==> src/rtl/mips_pkg.sv <==
// Shared MIPS pipeline types: ALU opcodes, forward selects
// and the ID/EX register bundle.
package mips_pkg;

    localparam logic [3:0] ALUC_ADDU = 4'b0000;
    localparam logic [3:0] ALUC_SUBU = 4'b0001;
    localparam logic [3:0] ALUC_ADD  = 4'b0010;
    localparam logic [3:0] ALUC_SUB  = 4'b0011;
    localparam logic [3:0] ALUC_AND  = 4'b0100;
    localparam logic [3:0] ALUC_OR   = 4'b0101;
    localparam logic [3:0] ALUC_XOR  = 4'b0110;
    localparam logic [3:0] ALUC_NOR  = 4'b0111;
    localparam logic [3:0] ALUC_LUI  = 4'b1000;
    localparam logic [3:0] ALUC_SLTU = 4'b1010;
    localparam logic [3:0] ALUC_SLT  = 4'b1011;
    localparam logic [3:0] ALUC_SRA  = 4'b1100;
    localparam logic [3:0] ALUC_SRL  = 4'b1101;
    localparam logic [3:0] ALUC_SLL  = 4'b1110;

    localparam logic [4:0] REG_ZERO = 5'd0;

    typedef enum logic [1:0] {
        FWD_REG,
        FWD_EXMEM,
        FWD_MEMWB
    } fwd_sel_t;

    typedef struct packed {
        logic        valid;
        logic        reg_write;
        logic        mem_read;
        logic        use_imm;
        logic        use_shamt;
        logic [4:0]  rs_addr;
        logic [4:0]  rt_addr;
        logic [4:0]  rd_addr;
        logic [4:0]  shamt;
        logic [31:0] rs;
        logic [31:0] rt;
        logic [31:0] ext_imm;
        logic [3:0]  aluc;
    } id_ex_t;

    function automatic logic [31:0] ext_imm16(
        input logic [15:0] imm,
        input logic        sext
    );
        return sext ? {{16{imm[15]}}, imm} : {16'b0, imm};
    endfunction

endpackage

==> src/rtl/fwd_mux.sv <==
// Per-operand forwarding select: EX/MEM over MEM/WB over
// the latched register value; $0 is never forwarded.
module fwd_mux
    import mips_pkg::*;
(
    input  logic [4:0]  ra_i,
    input  logic [31:0] val_i,
    input  logic        exmem_we_i,
    input  logic [4:0]  exmem_rd_i,
    input  logic [31:0] exmem_val_i,
    input  logic        memwb_we_i,
    input  logic [4:0]  memwb_rd_i,
    input  logic [31:0] memwb_val_i,
    output logic [31:0] val_o
);

    fwd_sel_t sel;

    always_comb begin
        sel = FWD_REG;
        if (ra_i != REG_ZERO) begin
            if (exmem_we_i && exmem_rd_i == ra_i)
                sel = FWD_EXMEM;
            else if (memwb_we_i && memwb_rd_i == ra_i)
                sel = FWD_MEMWB;
        end
    end

    always_comb begin
        val_o = val_i;
        unique case (sel)
            FWD_EXMEM: val_o = exmem_val_i;
            FWD_MEMWB: val_o = memwb_val_i;
            default:   val_o = val_i;
        endcase
    end

endmodule

==> src/rtl/ex_issue_stage.sv <==
// ID/EX register with operand forwarding, ALU operand select
// and load-use hazard detection.
module ex_issue_stage
    import mips_pkg::*;
#(
    parameter bit RST_PC_NOP = 1'b1
) (
    input  logic        clk,
    input  logic        rst,
    input  logic        stall,
    input  logic        flush,
    input  logic        id_valid,
    input  logic        id_reg_write,
    input  logic        id_mem_read,
    input  logic        id_use_imm,
    input  logic        id_sext,
    input  logic        id_use_shamt,
    input  logic        id_reads_rs,
    input  logic        id_reads_rt,
    input  logic [4:0]  id_rs_addr,
    input  logic [4:0]  id_rt_addr,
    input  logic [4:0]  id_rd_addr,
    input  logic [4:0]  id_shamt,
    input  logic [31:0] id_rs_data,
    input  logic [31:0] id_rt_data,
    input  logic [15:0] id_imm,
    input  logic [3:0]  id_aluc,
    input  logic        exmem_reg_write,
    input  logic [4:0]  exmem_rd,
    input  logic [31:0] exmem_result,
    input  logic        memwb_reg_write,
    input  logic [4:0]  memwb_rd,
    input  logic [31:0] memwb_data,
    output logic [31:0] alu_a,
    output logic [31:0] alu_b,
    output logic [3:0]  alu_aluc,
    output logic [31:0] ex_store_data,
    output logic        ex_valid,
    output logic        ex_reg_write,
    output logic        ex_mem_read,
    output logic [4:0]  ex_rd_addr,
    output logic        load_use_stall
);

    id_ex_t ex_q, ex_d, id_pkt, rst_val;
    logic [31:0] fwd_rs, fwd_rt;

    fwd_mux u_fwd_rs (
        .ra_i        (ex_q.rs_addr),
        .val_i       (ex_q.rs),
        .exmem_we_i  (exmem_reg_write),
        .exmem_rd_i  (exmem_rd),
        .exmem_val_i (exmem_result),
        .memwb_we_i  (memwb_reg_write),
        .memwb_rd_i  (memwb_rd),
        .memwb_val_i (memwb_data),
        .val_o       (fwd_rs)
    );

    fwd_mux u_fwd_rt (
        .ra_i        (ex_q.rt_addr),
        .val_i       (ex_q.rt),
        .exmem_we_i  (exmem_reg_write),
        .exmem_rd_i  (exmem_rd),
        .exmem_val_i (exmem_result),
        .memwb_we_i  (memwb_reg_write),
        .memwb_rd_i  (memwb_rd),
        .memwb_val_i (memwb_data),
        .val_o       (fwd_rt)
    );

    always_comb begin
        id_pkt           = '0;
        id_pkt.valid     = 1'b1;
        id_pkt.reg_write = id_reg_write;
        id_pkt.mem_read  = id_mem_read;
        id_pkt.use_imm   = id_use_imm;
        id_pkt.use_shamt = id_use_shamt;
        id_pkt.rs_addr   = id_rs_addr;
        id_pkt.rt_addr   = id_rt_addr;
        id_pkt.rd_addr   = id_rd_addr;
        id_pkt.shamt     = id_shamt;
        id_pkt.rs        = id_rs_data;
        id_pkt.rt        = id_rt_data;
        id_pkt.ext_imm   = ext_imm16(id_imm, id_sext);
        id_pkt.aluc      = id_aluc;
        if (!id_valid)
            id_pkt = '0;
    end

    assign load_use_stall = ex_q.valid && ex_q.mem_read
        && (ex_q.rd_addr != REG_ZERO) && id_valid
        && ((id_reads_rs && id_rs_addr == ex_q.rd_addr)
         || (id_reads_rt && id_rt_addr == ex_q.rd_addr));

    // During a stall the operands re-latch their forwarded values so
    // results retiring from MEM/WB in the meantime are not lost.
    always_comb begin
        ex_d = ex_q;
        if (flush) begin
            ex_d = '0;
        end else if (stall) begin
            ex_d.rs = fwd_rs;
            ex_d.rt = fwd_rt;
        end else if (load_use_stall) begin
            ex_d = '0;
        end else begin
            ex_d = id_pkt;
        end
    end

    always_comb begin
        rst_val           = ex_q;
        rst_val.valid     = 1'b0;
        rst_val.reg_write = 1'b0;
        rst_val.mem_read  = 1'b0;
        if (RST_PC_NOP)
            rst_val = '0;
    end

    always_ff @(posedge clk) begin
        if (rst)
            ex_q <= rst_val;
        else
            ex_q <= ex_d;
    end

    assign alu_a         = ex_q.use_shamt ? {27'b0, ex_q.shamt} : fwd_rs;
    assign alu_b         = ex_q.use_imm ? ex_q.ext_imm : fwd_rt;
    assign alu_aluc      = ex_q.aluc;
    assign ex_store_data = fwd_rt;
    assign ex_valid      = ex_q.valid;
    assign ex_reg_write  = ex_q.reg_write;
    assign ex_mem_read   = ex_q.mem_read;
    assign ex_rd_addr    = ex_q.rd_addr;

endmodule

==> config.mk <==
export PLATFORM = sky130hd
export DESIGN_NAME = ex_issue_stage
export DESIGN_NICKNAME = d
export VERILOG_FILES = /design/src/rtl/mips_pkg.sv /design/src/rtl/fwd_mux.sv /design/src/rtl/ex_issue_stage.sv
export SDC_FILE = /design/constraint.sdc
export NUM_CORES = 1
export LEC_CHECK = 0
export CORE_ASPECT_RATIO = 1.25
export CORE_MARGIN = 2
export CORE_UTILIZATION = 47
export CTS_BUF_LIST = sky130_fd_sc_hd__clkbuf_2 sky130_fd_sc_hd__clkbuf_4 sky130_fd_sc_hd__clkbuf_8
export DETAILED_ROUTE_END_ITERATION = 10
export HOLD_SLACK_MARGIN = 0.03
export PLACE_DENSITY_LB_ADDON = 0.08
export SYNTH_ARGS = -nofsm -noshare
export SYNTH_HDL_FRONTEND = slang
export SYNTH_SLANG_ARGS = --single-unit
==> constraint.sdc <==
create_clock -name clk -period 5.7 [get_ports clk]
set_input_delay 0.57 -clock clk [delete_from_list [all_inputs] [get_ports clk]]
set_output_delay 0.57 -clock clk [all_outputs]
set_load 0.02 [all_outputs]
==> run metrics <==
status complete, no violations; crit path cell chain clkdlybuf4s50_1 -> xor2_1 -> nor4_1 -> and3_1 -> or3_1 -> ha_2 -> nand2_1 -> o21ai_1 -> inv_1 -> o21ai_1 -> clkdlybuf4s50_1; P_leak 3.154 nW; Crit Path Class input port to output port; row count 48; Final Cycle Share 84.53%; total CTS buffers 9; Slowest cell on crit path ha_2; first-pass GRT wire length 38060 microns; Die ar. 15310 sq um; Synth cell types 32; P_int 1.288 mW; Yosys reg bits 110; mapped cell area 6735 sq um; post-route ant nets 0; ratio of cells with drive above 1 in the final layout 4.968%; Core Util, Final 70.60%; Area growth syn-to-layout 46.05%; RSZ-0062 raised after global routing no; CP max stage delay 1060 ps; clock power share 30.6%; combinational group share of total power 23.4%; Worst Path Max Fanout 64; initial drt markers 900; largest cells by area after synthesis dfxtp_1 33%, o21ai_1 14%, a32oi_1 14%; GRT overflow 0; fmax 0.2075 GHz; largest area contributor in the netlist dfxtp_1; later-pin clock latency in the skew report 370 ps; post-CTS resize count 0; Setup WS post-layout 881.5 ps; Worst setup EP type output port; initial antenna violation count 0; Avg Cell Area, Syn 7.636 sq um; fin crit period 4818 ps; syn nets 1078; crit path DAT 4250 ps; total of max-cap violations 0; DP HPWL 17630 microns; largest net degree at the start of global routing 156; detailed-route via count 7735; Ant. Diodes 0; Req. time, crit path 5130 ps; register area share after synthesis 32.70%; DRC 0; NetSw 483.8 uW; CP bufs+invs 3; Clock Path Buffers 2; final setup fails 0; Die W 111.1 microns; final net count 1298; root buffer cell clkbuf_8; Synth warnings 0; gr usage total 31.13%; Initial Util 48.34%; Async SR Flop Fraction 0%; Synth Instances 882; post-place setup slack 872.7 ps; Boundary Pins 301; Setup Buffers After CTS 0; Hold Crit Class flip-flop to flip-flop; core area 13930 sq um; Non-Filler Instances 1282; top_reg_cell synth dfxtp_1; Max VDD drop 0.0001154 V; most common cell in the netlist o21ai_1; power share of the sequential group 46.1%; Finished Cell Area 9837 sq um; post-synth top area share 32.70%; worst-margin pin slew 1095 ps; IO buf count 300; CTS Hold Bufs 0; Final Max Slew Viols 0; DR pass1 iterations 5; clock slew at reported path FFs 110 ps; CTS tree built; wire per inst 19.81 microns; Max Clock Skew 10.59 ps; die height 137.8 microns; final wirelength 25400 microns; Rel. slew slack 27.00%; Final Hold Vio Count 0; CP top delay family buffers and inverters; Placed Cells 1266; total power 1.772 mW; number of H-tree levels 3; synth cell count leaders 191 x o21ai_1, 177 x nand2_1, 110 x dfxtp_1, 108 x a32oi_1, 67 x clkbuf_1; TNS Setup 0 ps; vias in the first global route 6894; Post-synth EDFFs 0; gp weighted congestion 0.9295; power per cell area 180.1 nW/um^2; dpl cell area 9605 sq um; Switching Share 27.31%; final hold slack 484.6 ps; CP Launch Type input port; Vias per Instance 6.034; Clock Sinks 110
## final timing paths
| check | start | endpoint | slack, ps | cells past startpoint |
|---|---|---|---|---|
| max | exmem_rd[0] | alu_b[18] | 880 | 11 |
| min | ex_q[16]$_SDFFE_PP0N_ | ex_q[16]$_SDFFE_PP0N_ | 480 | 2 |
| max reg2reg | ex_q[112]$_SDFFE_PP0N_ | ex_q[50]$_SDFF_PP0_ | 2510 | 8 |
| min reg2reg | ex_q[16]$_SDFFE_PP0N_ | ex_q[16]$_SDFFE_PP0N_ | 480 | 2 |
## power groups by stage
stage          Combinational (mW)  Clock, mW  Sequential (mW)
2_1_floorplan               0.167          0            0.829
3_5_place_dp                0.410          0            0.834
3_3_place_gp                0.407          0            0.833
6_report                    0.414      0.541            0.817
4_1_cts                     0.412      0.550            0.816
5_1_grt                     0.441      0.578            0.820
## layer usage
layer / vias to the layer above / share of wire [%] / track usage (%)
met5: - / 0 / 0
met4: 0 / 2.0 / 7.888
met3: 36 / 9.3 / 7.039
met2: 391 / 48 / 51.91
met1: 3604 / 41 / 41.18
li1: 3704 / - / -
## worst reg2reg max path, delay by kind of cell (launching register included)
kind / cells / cell delay [ps]
compound gates: 3 / 680
simple gates: 3 / 650
fa+ha+maj: 1 / 1070
xor+xnor: 1 / 170
flops: 1 / 470
## flip-flops by register name (all words and copies together), names as in the netlist
name and count:
ex_reg_write 1, ex_rd_addr 5, ex_q 98, alu_aluc 4, ex_valid 1, ex_mem_read 1
## cells in the final DEF (no fill, tap or decap), types with 2 or more instances in the layout
| cell type | count |
|---|---|
| clkinv_4 | 2 |
| dfxtp_1 | 110 |
| nor2b_1 | 29 |
| o21ai_1 | 191 |
| nor2_1 | 2 |
| nor3_1 | 2 |
| clkdlybuf4s50_1 | 300 |
| ha_1 | 2 |
| nand3_1 | 2 |
| nor4_1 | 3 |
| or4_1 | 4 |
| bufinv_16 | 2 |
| and3_1 | 3 |
| nand4_1 | 3 |
| xor2_1 | 11 |
| mux2_2 | 21 |
| ha_2 | 2 |
| nand2_1 | 177 |
| inv_1 | 16 |
| buf_4 | 11 |
| clkbuf_8 | 10 |
| a22oi_1 | 66 |
| a32oi_1 | 108 |
| xnor2_1 | 18 |
## area by class of cell
type | instances | area, sq um
Sequential cell | 110 | 2202
Tap cell | 175 | 219.0
Timing Repair Buffer | 312 | 3105
Inverter | 16 | 60.06
Multi-Input combinational cell | 653 | 4019
Clock inverter | 6 | 93.84
Fill cell | 1155 | 4096
Clock buffer | 10 | 137.6
## kinds of logic (layout without fill, tap and decap cells)
logic type	count (synthesis)	after routing	synth area share, %
xor gates and xnor gates	29	29	3.771
AOI/OAI and AO/OA	370	370	36.23
muxes	21	21	3.511
buffers and inverters	119	344	8.285
DFF	110	110	32.70
adders and majority gates	4	4	0.7431
and+or+nand+nor	229	229	14.77
Power figures use the tool's default switching activity.
